===== config.mk =====
export PLATFORM = sky130hd
export DESIGN_NAME = seq_window_lane
export DESIGN_NICKNAME = d
export VERILOG_FILES = /design/src/rtl/seq_window_checker_pkg.sv /design/src/rtl/seq_window_lane.sv
export SDC_FILE = /design/constraint.sdc
export NUM_CORES = 1
export LEC_CHECK = 0
export ABC_AREA = 1
export CORE_MARGIN = 4
export CORE_UTILIZATION = 46
export CTS_CLUSTER_SIZE = 40
export DETAILED_ROUTE_END_ITERATION = 10
export PLACE_DENSITY = 0.75
export REMOVE_ABC_BUFFERS = 1
export SYNTH_ARGS = -nofsm -noshare
export SYNTH_HDL_FRONTEND = slang
export SYNTH_SLANG_ARGS = --single-unit

===== constraint.sdc =====
create_clock -name clk -period 1.2 [get_ports clk]
set_input_delay 0.24 -clock clk [delete_from_list [all_inputs] [get_ports clk]]
set_output_delay 0.24 -clock clk [all_outputs]
set_load 0.02 [all_outputs]

===== src/rtl/seq_window_checker_pkg.sv =====
// Shared constants and types for the sequence-window checker.
package seq_window_checker_pkg;

    localparam int unsigned CH_MIN      = 1;
    localparam int unsigned CH_MAX      = 16;
    localparam int unsigned DLY_MAX_LIM = 31;
    localparam int unsigned CNT_W_MIN   = 8;
    localparam int unsigned CNT_W_MAX   = 32;

    typedef logic [CNT_W_MAX-1:0] cnt_t;

endpackage


===== src/rtl/seq_window_lane.sv =====
// One channel of "a |-> ##[MIN_DLY:MAX_DLY] b": pending ages, pulses, counters.
module seq_window_lane
    import seq_window_checker_pkg::*;
#(
    parameter int unsigned MIN_DLY = 2,
    parameter int unsigned MAX_DLY = 2,
    parameter int unsigned CNT_W   = 16
) (
    input  logic             clk,
    input  logic             rst,
    input  logic             en_i,
    input  logic             clr_i,
    input  logic             a_i,
    input  logic             b_i,
    output logic             pass_o,
    output logic             fail_o,
    output logic             err_sticky_o,
    output logic [CNT_W-1:0] pass_cnt_o,
    output logic [CNT_W-1:0] fail_cnt_o
);

    // Bit i of the pending vector holds the attempt of age i+1.
    localparam int unsigned          LOW_BITS = (MIN_DLY == 0) ? 0 : MIN_DLY - 1;
    localparam logic [MAX_DLY-1:0]   ELIG     = ~MAX_DLY'((64'd1 << LOW_BITS) - 64'd1);
    localparam cnt_t                 SAT      = cnt_t'((64'd1 << CNT_W) - 64'd1);

    logic [MAX_DLY-1:0] pend_q, pend_d;
    logic               pass_q, pass_d;
    logic               fail_q, fail_d;
    logic               sticky_q, sticky_d;
    logic [CNT_W-1:0]   pass_cnt_q, pass_cnt_d;
    logic [CNT_W-1:0]   fail_cnt_q, fail_cnt_d;

    logic               start;
    logic               imm;
    logic [MAX_DLY-1:0] survive;

    always_comb begin
        start   = a_i & en_i;
        imm     = (MIN_DLY == 0) && start && b_i;
        survive = pend_q & ~({MAX_DLY{b_i}} & ELIG);
        // Shift survivors up one age; the age-MAX slot drops off (passed or failed).
        pend_d  = MAX_DLY'({survive, start & ~imm});
        pass_d  = (b_i & (|(pend_q & ELIG))) | imm;
        fail_d  = pend_q[MAX_DLY-1] & ~b_i;

        pass_cnt_d = pass_cnt_q;
        fail_cnt_d = fail_cnt_q;
        sticky_d   = sticky_q | fail_d;
        if (pass_d && (pass_cnt_q != SAT[CNT_W-1:0])) pass_cnt_d = pass_cnt_q + CNT_W'(1);
        if (fail_d && (fail_cnt_q != SAT[CNT_W-1:0])) fail_cnt_d = fail_cnt_q + CNT_W'(1);
        if (clr_i) begin
            pass_cnt_d = '0;
            fail_cnt_d = '0;
            sticky_d   = 1'b0;
        end
    end

    always_ff @(posedge clk) begin
        if (rst) begin
            pend_q     <= '0;
            pass_q     <= 1'b0;
            fail_q     <= 1'b0;
            sticky_q   <= 1'b0;
            pass_cnt_q <= '0;
            fail_cnt_q <= '0;
        end else begin
            pend_q     <= pend_d;
            pass_q     <= pass_d;
            fail_q     <= fail_d;
            sticky_q   <= sticky_d;
            pass_cnt_q <= pass_cnt_d;
            fail_cnt_q <= fail_cnt_d;
        end
    end

    assign pass_o       = pass_q;
    assign fail_o       = fail_q;
    assign err_sticky_o = sticky_q;
    assign pass_cnt_o   = pass_cnt_q;
    assign fail_cnt_o   = fail_cnt_q;

endmodule


==> impl_metrics.env, run 1 <==
export IMPL_skew_ns=0.0150
export IMPL_route_detailed_drc=0
export IMPL_rsz0062_at_grt="true"
export IMPL_ys_ff_latch=37
export IMPL_power_leakage_uw=0.00164
export IMPL_regArea_um2=791
export IMPL_worst_hold_path_type="reg -> reg"
export IMPL_reg2reg_depth=8
export IMPL_hold_viol_final=0
export IMPL_setup_slack_ns=-0.334
export IMPL_drt_pass1_iterations=5
export IMPL_critPathMaxFanout=5
export IMPL_hold_buffers=0
export IMPL_die_w_um=74.1
export IMPL_min_period_over_period=1.28
export IMPL_routedWlPerCell_um=20.9
export IMPL_routabilityCongestion=0.907
export IMPL_drive_above_1_share=0.605
export IMPL_whs_ns=0.407
export IMPL_critPathMaxStageDelay_ns=0.40
export IMPL_row_count=23
export IMPL_multi_input_area_um2=1660
export IMPL_fmax_mhz=652
export IMPL_ir_drop_mv=1.06
export IMPL_start_util=0.488
export IMPL_cts_sinks=37
export IMPL_cp_start_kind="register"
export IMPL_antenna_found_initial=0
export IMPL_r2r_start="pass_cnt_o[2]$_SDFFE_PP0P_"
export IMPL_cts_root_buf="clkbuf_8"
export IMPL_overflow=0
export IMPL_cts_buffers=5
export IMPL_path_delay_family="simple AND/OR/NAND/NOR gates"
export IMPL_final_net_count=447
export IMPL_drv_cap=0
export IMPL_clk_path_buf_depth=2
export IMPL_tritoncts="done"
export IMPL_h_tree_depth=2
export IMPL_pwr_density_cell_nw_per_um2=680
export IMPL_yosysWarnings=0
export IMPL_final_fill_count=172
export IMPL_worst_pin_slew_ns=0.262
export IMPL_worstPathArrival_ns=1.74
export IMPL_finalWirelength_mm=10.3
export IMPL_pin_count=41
export IMPL_syn_avg_cell_area_um2=6.28
export IMPL_slowest_stage="dfxtp_4"
export IMPL_insertion_delay_ns=0.32
export IMPL_setup_viol=33
export IMPL_grt_pass1_vias=2659
export IMPL_drt_iter0_markers=360
export IMPL_place_ws_ns=-0.448
export IMPL_min_from="pend_q[0]$_SDFF_PP0_"
export IMPL_rr_endpoint="pass_cnt_o[8]$_SDFFE_PP0P_"
export IMPL_worst_path_buf_inv=1
export IMPL_violations="setup timing"
export IMPL_via_per_inst=6.08
export IMPL_yosysUniqueCellTypes=21
export IMPL_area_delta_synth_final_pct=85.8
export IMPL_crit_chain="nand2_2, buf_4, nor2_2, nand2_1, nor2_1, nand3_1, nand2_1, nor2_1"
export IMPL_coreArea_um2=4120
export IMPL_worstPathRequired_ns=1.40
export IMPL_port_buffers=40
export IMPL_synth_area_um2=2010
export IMPL_vias=2978
export IMPL_placed_area_um2=2910
export IMPL_die_h_um=74.1
export IMPL_hpwl_mm=4.25
export IMPL_r2r_slack_ns=-0.33
export IMPL_slew_headroom=0.825
export IMPL_endpoint_kind="register"
export IMPL_ant_nets=0
export IMPL_final_cell_area_um2=3730
export IMPL_outcome="finished, violations left"
export IMPL_hold_depth=2
export IMPL_fin_setup_tns_ns=-6.70
export IMPL_fin_crit_ns=1.53
export IMPL_insertedDiodeCount=0
export IMPL_min_to="pend_q[1]$_SDFF_PP0_"
export IMPL_yosysSeqAreaShare=0.369
export IMPL_grt_max_degree=19
export IMPL_drv_slew=0
export IMPL_path_clk_slew_ns=0.09
export IMPL_grt_pass1_wl_mm=12.2
export IMPL_finalPower_uw=2540
export IMPL_syn_inst=320
export IMPL_dieArea_um2=5490
export IMPL_critPathKind="reg -> reg"
export IMPL_track_usage=0.290
[worst register-to-register path, stage by stage (launching register included)]
cell and delay [ns]:
dfxtp_4 0.40, nand2_2 0.09, buf_4 0.16, nor2_2 0.14, nand2_1 0.14, nor2_1 0.21, nand3_1 0.14, nand2_1 0.09
nor2_1 0.05
[registers in the layout, summed over array words and instances, names as in the netlist]
| register | flops |
|---|---|
| pass_o | 1 |
| fail_cnt_o | 16 |
| pass_cnt_o | 16 |
| err_sticky_o | 1 |
| pend_q | 2 |
| fail_o | 1 |
[worst max-delay path by stage]
stage                                     startpoint                     endpoint  slack (ns)  cells past startpoint
after floorplan           fail_cnt_o[1]$_SDFFE_PP0P_   fail_cnt_o[9]$_SDFFE_PP0P_       -0.40                      7
after global placement                           b_i   pass_cnt_o[9]$_SDFFE_PP0P_       -0.39                      8
after detailed placement                         b_i  pass_cnt_o[14]$_SDFFE_PP0P_       -0.45                      8
after CTS                 fail_cnt_o[1]$_SDFFE_PP0P_   fail_cnt_o[2]$_SDFFE_PP0P_       -0.19                      8
after global routing      pass_cnt_o[8]$_SDFFE_PP0P_   pass_cnt_o[3]$_SDFFE_PP0P_       -0.37                      7
final                     pass_cnt_o[2]$_SDFFE_PP0P_   pass_cnt_o[8]$_SDFFE_PP0P_       -0.33                      8
[where the power goes]
group	internal (µW)	total, µW	switching [µW]
registers	1210	1220	3.35
logic	49.8	121	71.0
clock network	676	1200	523
total	1940	2540	598
[kinds of logic (layout without fill, tap and decap cells)]
logic type,count (synthesis),in the layout,share of synthesized area
and+or+nand+nor,214,214,0.456
buffers and inverters,38,158,0.0865
DFF,37,37,0.369
AOI/OAI and AO/OA,28,28,0.0716
adders and majority gates,2,2,0.0125
xor gates and xnor gates,1,1,0.00436
[cells in the final DEF (no fill, tap or decap), types with 2 or more instances in the layout]
| master | instances |
|---|---|
| clkbuf_8 | 6 |
| nor2_1 | 49 |
| o21ai_1 | 2 |
| dfxtp_2 | 19 |
| a21oi_2 | 17 |
| nand2_4 | 8 |
| dfxtp_4 | 7 |
| nand3_2 | 16 |
| nor3_2 | 3 |
| o21ai_0 | 2 |
| clkdlybuf4s50_1 | 4 |
| buf_6 | 14 |
| nand3_4 | 3 |
| buf_2 | 21 |
| clkdlybuf4s15_2 | 8 |
| dfxtp_1 | 11 |
| inv_1 | 24 |
| a21oi_1 | 3 |
| nor2_2 | 13 |
| nand3_1 | 17 |
| buf_4 | 64 |
| inv_2 | 7 |
| buf_12 | 2 |
| nand2_1 | 58 |
| nand4_1 | 2 |
| a21oi_4 | 3 |
| clkbuf_16 | 2 |
| nand2_2 | 19 |
| clkbuf_2 | 2 |
| nor3_4 | 4 |
| nor2_4 | 21 |
| ha_4 | 2 |
[cell type report]
class,count,area share
inverters,32,0.0328
clock inverters,2,0.0101
multi-input cells,245,0.443
clock buffers,6,0.0221
well taps,50,0.0168
repair buffers,118,0.263
flip-flops and latches,37,0.212
[per-stage QoR]
step | util | std cells
floorplan | - | 314
global placement | 0.708 | 466
detailed placement | 0.708 | 466
CTS | 0.834 | 481
global route | 0.907 | 490
finish | 0.907 | 490
[synthesized netlist by cell type, drive strengths merged]
library cell	number	area [µm²]
ha	2	25.0
dfxtp	37	741
xnor2	1	8.76
a21oi	23	119
clkbuf	1	3.75
nand3	36	180
inv	32	120
nand2	85	322
nor2	83	347
nor3	7	35.0
buf	5	50.0
nand4	3	33.8
o21ai	5	25.0
[metal layers]
| metal | global-route usage | vias to the layer above | share of wire |
|---|---|---|---|
| li1 | - | 1258 | - |
| met1 | 0.346 | 1394 | 0.36 |
| met2 | 0.486 | 259 | 0.48 |
| met3 | 0.0635 | 67 | 0.10 |
| met4 | 0.151 | 0 | 0.055 |
| met5 | 0 | - | 0 |
[timing repair]
item                                    CTS  global route
resized for setup                       225           102
pin swaps                                29            39
cloned                                    1             2
buffers inserted                          6             7
endpoints found under the hold margin     0             0
endpoints found under the setup margin   67            51
No activity file was read; power rests on OpenSTA's default activity.
==> inputs of run 2 (changes only) <==
--- a/config.mk
+++ b/config.mk
@@ -10,8 +10,10 @@
 export CORE_UTILIZATION = 46
 export CTS_CLUSTER_SIZE = 40
 export DETAILED_ROUTE_END_ITERATION = 10
+export HOLD_SLACK_MARGIN = 0.08
 export PLACE_DENSITY = 0.75
 export REMOVE_ABC_BUFFERS = 1
+export SLEW_MARGIN = 10
 export SYNTH_ARGS = -nofsm -noshare
 export SYNTH_HDL_FRONTEND = slang
 export SYNTH_SLANG_ARGS = --single-unit
==> results of run 2 <==
The final DEF is identical to that of run 1; final timing and power are the same.
